**src/rtl/uart_pkg.sv**
```systemverilog
// Shared UART definitions: transmitter state encoding, baud divisor helper and bit-counter width.
package uart_pkg;

    typedef enum logic [2:0] {
        ST_IDLE   = 3'd0,
        ST_START  = 3'd1,
        ST_DATA   = 3'd2,
        ST_PARITY = 3'd3,
        ST_STOP   = 3'd4
    } tx_state_e;

    // Wide enough for 5208 clocks/bit at the default 50 MHz / 9600 baud plan.
    localparam int unsigned BIT_CNT_W = 16;
    localparam int unsigned DATA_BITS = 8;

    function automatic int unsigned calc_bps_cnt(input int unsigned clk_freq, input int unsigned baud);
        return clk_freq / baud;
    endfunction

endpackage

```
**src/rtl/uart_tx_fifo.sv**
```systemverilog
// Synchronous byte FIFO with registered full/empty/level and a one-cycle overflow pulse.
module uart_tx_fifo #(
    parameter int unsigned DEPTH = 16
) (
    input  logic                     clk,
    input  logic                     rst,
    input  logic [7:0]               wr_data,
    input  logic                     wr_en,
    input  logic                     rd_en,
    output logic [7:0]               rd_data,
    output logic                     full,
    output logic                     empty,
    output logic [$clog2(DEPTH):0]   level,
    output logic                     overflow
);

    localparam int unsigned PTR_W = $clog2(DEPTH);
    localparam int unsigned LVL_W = PTR_W + 1;

    logic [7:0]       mem [DEPTH];
    logic [PTR_W-1:0] wr_ptr;
    logic [PTR_W-1:0] rd_ptr;
    logic             wr_ok_c;
    logic             rd_ok_c;
    logic [LVL_W-1:0] level_nxt_c;

    // A write is refused whenever full was registered, even if a pop happens alongside.
    assign wr_ok_c     = wr_en && !full;
    assign rd_ok_c     = rd_en && !empty;
    assign level_nxt_c = level + LVL_W'(wr_ok_c) - LVL_W'(rd_ok_c);
    assign rd_data     = mem[rd_ptr];

    always_ff @(posedge clk) begin
        if (wr_ok_c) begin
            mem[wr_ptr] <= wr_data;
        end
    end

    always_ff @(posedge clk) begin
        if (rst) begin
            wr_ptr   <= '0;
            rd_ptr   <= '0;
            level    <= '0;
            full     <= 1'b0;
            empty    <= 1'b1;
            overflow <= 1'b0;
        end else begin
            if (wr_ok_c) begin
                wr_ptr <= wr_ptr + PTR_W'(1);
            end
            if (rd_ok_c) begin
                rd_ptr <= rd_ptr + PTR_W'(1);
            end
            level    <= level_nxt_c;
            full     <= (level_nxt_c == LVL_W'(DEPTH));
            empty    <= (level_nxt_c == '0);
            overflow <= wr_en && full;
        end
    end

endmodule

```
**src/rtl/uart_tx_buffered.sv**
```systemverilog
// Buffered 8N1 RS232 transmitter: byte FIFO feeding a baud-timed serialiser.
// Define UART_TX_PARITY_EN to insert an even-parity bit between data and stop.
module uart_tx_buffered
    import uart_pkg::*;
#(
    parameter int unsigned CLK_FREQ   = 50000000,
    parameter int unsigned BAUD       = 9600,
    parameter int unsigned FIFO_DEPTH = 16
) (
    input  logic                          clk,
    input  logic                          rst,
    input  logic [7:0]                    wr_data,
    input  logic                          wr_en,
    output logic                          full,
    output logic                          empty,
    output logic [$clog2(FIFO_DEPTH):0]   level,
    output logic                          overflow,
    output logic                          busy,
    output logic                          rs232_tx
);

    localparam int unsigned BPS_CNT = calc_bps_cnt(CLK_FREQ, BAUD);
    localparam logic [BIT_CNT_W-1:0] BIT_LAST = BIT_CNT_W'(BPS_CNT - 1);

    tx_state_e            state;
    logic [BIT_CNT_W-1:0] bit_cnt;
    logic [2:0]           bit_idx;
    logic [7:0]           shreg;
    logic [7:0]           rd_data;
    logic                 rd_en_c;
    logic                 bit_done_c;

    // Pop only from IDLE; the popped byte is captured into shreg on the same edge.
    assign rd_en_c    = (state == ST_IDLE) && !empty;
    assign bit_done_c = (bit_cnt == BIT_LAST);

    uart_tx_fifo #(
        .DEPTH (FIFO_DEPTH)
    ) u_fifo (
        .clk      (clk),
        .rst      (rst),
        .wr_data  (wr_data),
        .wr_en    (wr_en),
        .rd_en    (rd_en_c),
        .rd_data  (rd_data),
        .full     (full),
        .empty    (empty),
        .level    (level),
        .overflow (overflow)
    );

    // Frame sequencer; rs232_tx is always the flop output so the line never glitches.
    always_ff @(posedge clk) begin
        if (rst) begin
            state    <= ST_IDLE;
            bit_cnt  <= '0;
            bit_idx  <= '0;
            shreg    <= '0;
            busy     <= 1'b0;
            rs232_tx <= 1'b1;
        end else begin
            bit_cnt <= bit_done_c ? '0 : bit_cnt + BIT_CNT_W'(1);
            unique case (state)
                ST_IDLE: begin
                    bit_cnt <= '0;
                    if (!empty) begin
                        shreg    <= rd_data;
                        state    <= ST_START;
                        busy     <= 1'b1;
                        rs232_tx <= 1'b0;
                    end
                end
                ST_START: begin
                    if (bit_done_c) begin
                        state    <= ST_DATA;
                        bit_idx  <= '0;
                        rs232_tx <= shreg[0];
                    end
                end
                ST_DATA: begin
                    if (bit_done_c) begin
                        if (bit_idx == 3'(DATA_BITS - 1)) begin
`ifdef UART_TX_PARITY_EN
                            state    <= ST_PARITY;
                            rs232_tx <= ^shreg;
`else
                            state    <= ST_STOP;
                            rs232_tx <= 1'b1;
`endif
                        end else begin
                            bit_idx  <= bit_idx + 3'd1;
                            rs232_tx <= shreg[bit_idx + 3'd1];
                        end
                    end
                end
`ifdef UART_TX_PARITY_EN
                ST_PARITY: begin
                    if (bit_done_c) begin
                        state    <= ST_STOP;
                        rs232_tx <= 1'b1;
                    end
                end
`endif
                ST_STOP: begin
                    if (bit_done_c) begin
                        state <= ST_IDLE;
                        busy  <= 1'b0;
                    end
                end
                default: begin
                    state    <= ST_IDLE;
                    busy     <= 1'b0;
                    rs232_tx <= 1'b1;
                end
            endcase
        end
    end

endmodule

```
**config.mk**
```make
export PLATFORM = sky130hd
export DESIGN_NAME = uart_tx_buffered
export DESIGN_NICKNAME = d
export VERILOG_FILES = /design/src/rtl/uart_pkg.sv /design/src/rtl/uart_tx_fifo.sv /design/src/rtl/uart_tx_buffered.sv
export SDC_FILE = /design/constraint.sdc
export NUM_CORES = 1
export LEC_CHECK = 0
export CORE_ASPECT_RATIO = 1.75
export CORE_MARGIN = 4
export CORE_UTILIZATION = 63
export CTS_BUF_LIST = sky130_fd_sc_hd__clkbuf_4
export DETAILED_ROUTE_END_ITERATION = 8
export GPL_ROUTABILITY_DRIVEN = 0
export PLACE_DENSITY = 0.81
export RECOVER_POWER = 50
export REMOVE_ABC_BUFFERS = 1
export SLEW_MARGIN = 20
export SYNTH_ARGS = -nofsm -noshare
export SYNTH_HDL_FRONTEND = slang
export SYNTH_SLANG_ARGS = --single-unit
```
**constraint.sdc**
```tcl
create_clock -name clk -period 3.75 [get_ports clk]
set_input_delay 0.9375 -clock clk [delete_from_list [all_inputs] [get_ports clk]]
set_output_delay 0.9375 -clock clk [all_outputs]
set_load 0.01 [all_outputs]
```
==> results.yml <==
routing:
  routed-via-count: 3939
  ant_nets: 0
  wl_um: 13400
  drt_iter0_markers: 272
  vias_per_cell: 6.19
  drc: 0
  wl_per_cell_um: 21.0
  firstDrtPassIters: 4
worst_hold_path:
  worstHoldStart: "busy"
  hold_path.class: "reg2reg"
  hold_end: "busy"
  min_path_cells: 2
timing:
  min_period_ns: 3.28
  period_share_pct: 87.4
  rsz0062_at_grt: "false"
  finClkSkew_ns: 0.0193
  hold_viol_final: 0
  relSlewSlack_pct: 48.2
  tightestPinTransition_ns: 0.774
  setup-tns-final_ns: 0
  timing.fmax_mhz: 305
  final-setup-viol-count: 0
  slew_viol_final: 0
setup_path:
  path_cells: "or4_1, inv_1, ha_1, inv_1, ha_1, fa_1, a21o_1, a21oi_1, xnor2_1, nor4bb_1"
  r2r_cells: 10
  cp.arrival_ns: 3.73
  critPathLaunchType: "flop"
  ff2ff_setup_slack_ns: 0.47
  cp-end-kind: "flop"
  rr_endpoint: "u_fifo.full"
  cp_top_family: "simple AND/OR/NAND/NOR gates"
  path_max_fanout: 13
  crit_required_ns: 4.20
  crit_slowest_cell: "or4_1"
  max_stage_delay_ns: 0.75
  path_class: "reg2reg"
  crit_buf_inv: 2
  worstReg2RegStart: "state[2]"
clock_tree:
  cts.path.max_buffers: 2
  htree_levels: 4
  path_clk_slew_ns: 0.15
  cts_resized: 0
  cts_made_buffers: 17
  clkLatencyLatePin_ns: 0.56
  cts-root-buf: "clkbuf_4"
  cts_tree: "done"
  cts_hold_buf: 0
  post_cts_buffers: 0
  cts_sinks: 176
die:
  core_area_um2: 11200
  die_h_um: 149
  rows: 51
  ios: 21
  start_util_pct: 64.3
  dieArea_um2: 13200
  fp.dieW_um: 88.7
power_and_ir_drop:
  vdd_drop_max_mv: 0.413
  leakage_uw: 0.00250
  power_uw: 4330
  power_density_nw_per_um2: 556
synth:
  synthCells: 465
  synth-xor-area-share_pct: 2.93
  synthAdderAreaFrac_pct: 2.54
  yosys.area_share.simple_pct: 8.45
  synth_ff_type: "edfxtp_1"
  synth-seq-cells: 176
  ys_seq_area_share_pct: 66.9
  synth_compound_area_share_pct: 6.15
  synth_edf_count: 128
  synth_area_um2: 7180
  synth.avg_cell_area_um2: 15.4
  synth-async-reset-ratio_pct: 0
  synth_top_family_by_area: "multiplexers"
  synth_cell_types: 53
  yosysWarnings: 0
  synth_mux_area_share_pct: 10.7
finish:
  final_common_cell: "edfxtp_1"
  area_growth_pct: 8.49
  fin_nets: 515
  final_cell_mix: "edfxtp_1, nor2_1, dfxtp_1"
  drive_above_1_share_pct: 16.9
status:
  status: "completed"
place:
  port_buffers: 20
  hpwl_um: 9380
flow_run:
  drv_cap: 0
global_route:
  antenna_found_initial: 1
  grt_overflow: 0
  first_global_vias: 4149
  grt_start_max_net_pins: 35
  grt_usage_pct: 22.2
  grt_first_pass_wirelength_um: 21600
## worst max path at each step
| stage | startpoint | to | slack (ns) | depth (start not counted) |
|---|---|---|---|---|
| floorplan | state[2] | u_fifo.empty | 1.00 | 10 |
| global placement | wr_en | u_fifo.empty | 0.70 | 9 |
| detailed placement | wr_en | u_fifo.full | 0.51 | 9 |
| CTS | state[2] | u_fifo.full | 0.59 | 10 |
| global route | state[2] | u_fifo.full | 0.29 | 10 |
| finish | state[2] | u_fifo.full | 0.47 | 10 |
## cells by family (layout without fill, tap and decap cells)
| group | Yosys count | in the layout |
|---|---|---|
| adders and majority gates | 14 | 14 |
| DFF | 176 | 176 |
| other | 0 | 1 |
| xor gates and xnor gates | 24 | 24 |
| AOI/OAI and AO/OA | 61 | 61 |
| and+or+nand+nor | 119 | 119 |
| buffers and inverters | 36 | 74 |
| muxes | 35 | 35 |
## cells in the mapped netlist, types with 2 or more instances
cell      instances  area, um2
nand3b_1          2       15.0
nand2_1          15       56.3
inv_1            11       41.3
buf_1             4       15.0
nor4b_2           2       30.0
or3_1             2       12.5
ha_1             13        163
a31o_2            9       78.8
a21o_1            3       22.5
nor2b_1           5       31.3
nor3_1            9       45.0
dfxtp_1          48        961
edfxtp_1        128       3840
nor4_1            4       25.0
a21oi_1          12       60.1
nor2_1           49        184
nand4_1           6       37.5
buf_4             3       22.5
xnor2_1          16        140
a21boi_0          8       60.1
a311oi_1          2       17.5
buf_6             2       22.5
nand2b_1          4       25.0
nand3_1           6       30.0
o21ai_0           3       15.0
a22oi_1          16        120
mux2_2            2       22.5
buf_2             4       20.0
a211oi_1          2       15.0
o21a_1            2       15.0
mux4_2           33        743
xor2_1            8       70.1
and3_1            4       25.0
clkbuf_1          9       33.8
## routing by layer
layer / GRT usage, % / routed length, um / vias up
li1: - / - / 1833
met1: 25.6 / 4870 / 1959
met2: 39.1 / 7420 / 110
met3: 4.92 / 581 / 37
met4: 9.46 / 496 / 0
met5: 0 / 0 / -
## registers in the layout, indices dropped and copies added (netlist names), 3 cells and up
| signal | count |
|---|---|
| u_fifo.mem | 128 |
| bit_cnt | 16 |
| shreg | 8 |
| u_fifo.level | 5 |
| u_fifo.rd_ptr | 4 |
| u_fifo.wr_ptr | 4 |
| bit_idx | 3 |
| state | 3 |
## stage by stage
step                util (%)  hold slack [ns]  cell area (um2)  setup WS (ns)  instances
global placement        67.1            0.439             7490          0.701        603
floorplan                  -            0.426             7060           1.00        442
global route            69.7            0.497             7790          0.288        636
CTS                     69.9            0.477             7800          0.595        635
finish                  69.7            0.472             7790          0.472        636
detailed placement      67.1            0.454             7490          0.511        603
## final cells by class
| class | count | area, um2 |
|---|---|---|
| multi-input combinational | 253 | 2210 |
| tap | 132 | 165 |
| clock buffer | 18 | 135 |
| clock inverter | 14 | 171 |
| antenna | 1 | 2.50 |
| inverter | 13 | 48.8 |
| fill | 755 | 3380 |
| sequential | 176 | 4810 |
| timing repair buffer | 29 | 253 |
## worst min-delay path, stage by stage, from the launching register on
cell and delay, ns:
dfxtp_1 0.34, inv_1 0.05, a211oi_1 0.06
## where the power goes
| group | switching (uW) | internal, uW |
|---|---|---|
| Combinational | 481 | 460 |
| Clock | 708 | 377 |
| Sequential | 97.3 | 2210 |
| Total | 1290 | 3040 |
(Power assumes the default switching activity.)
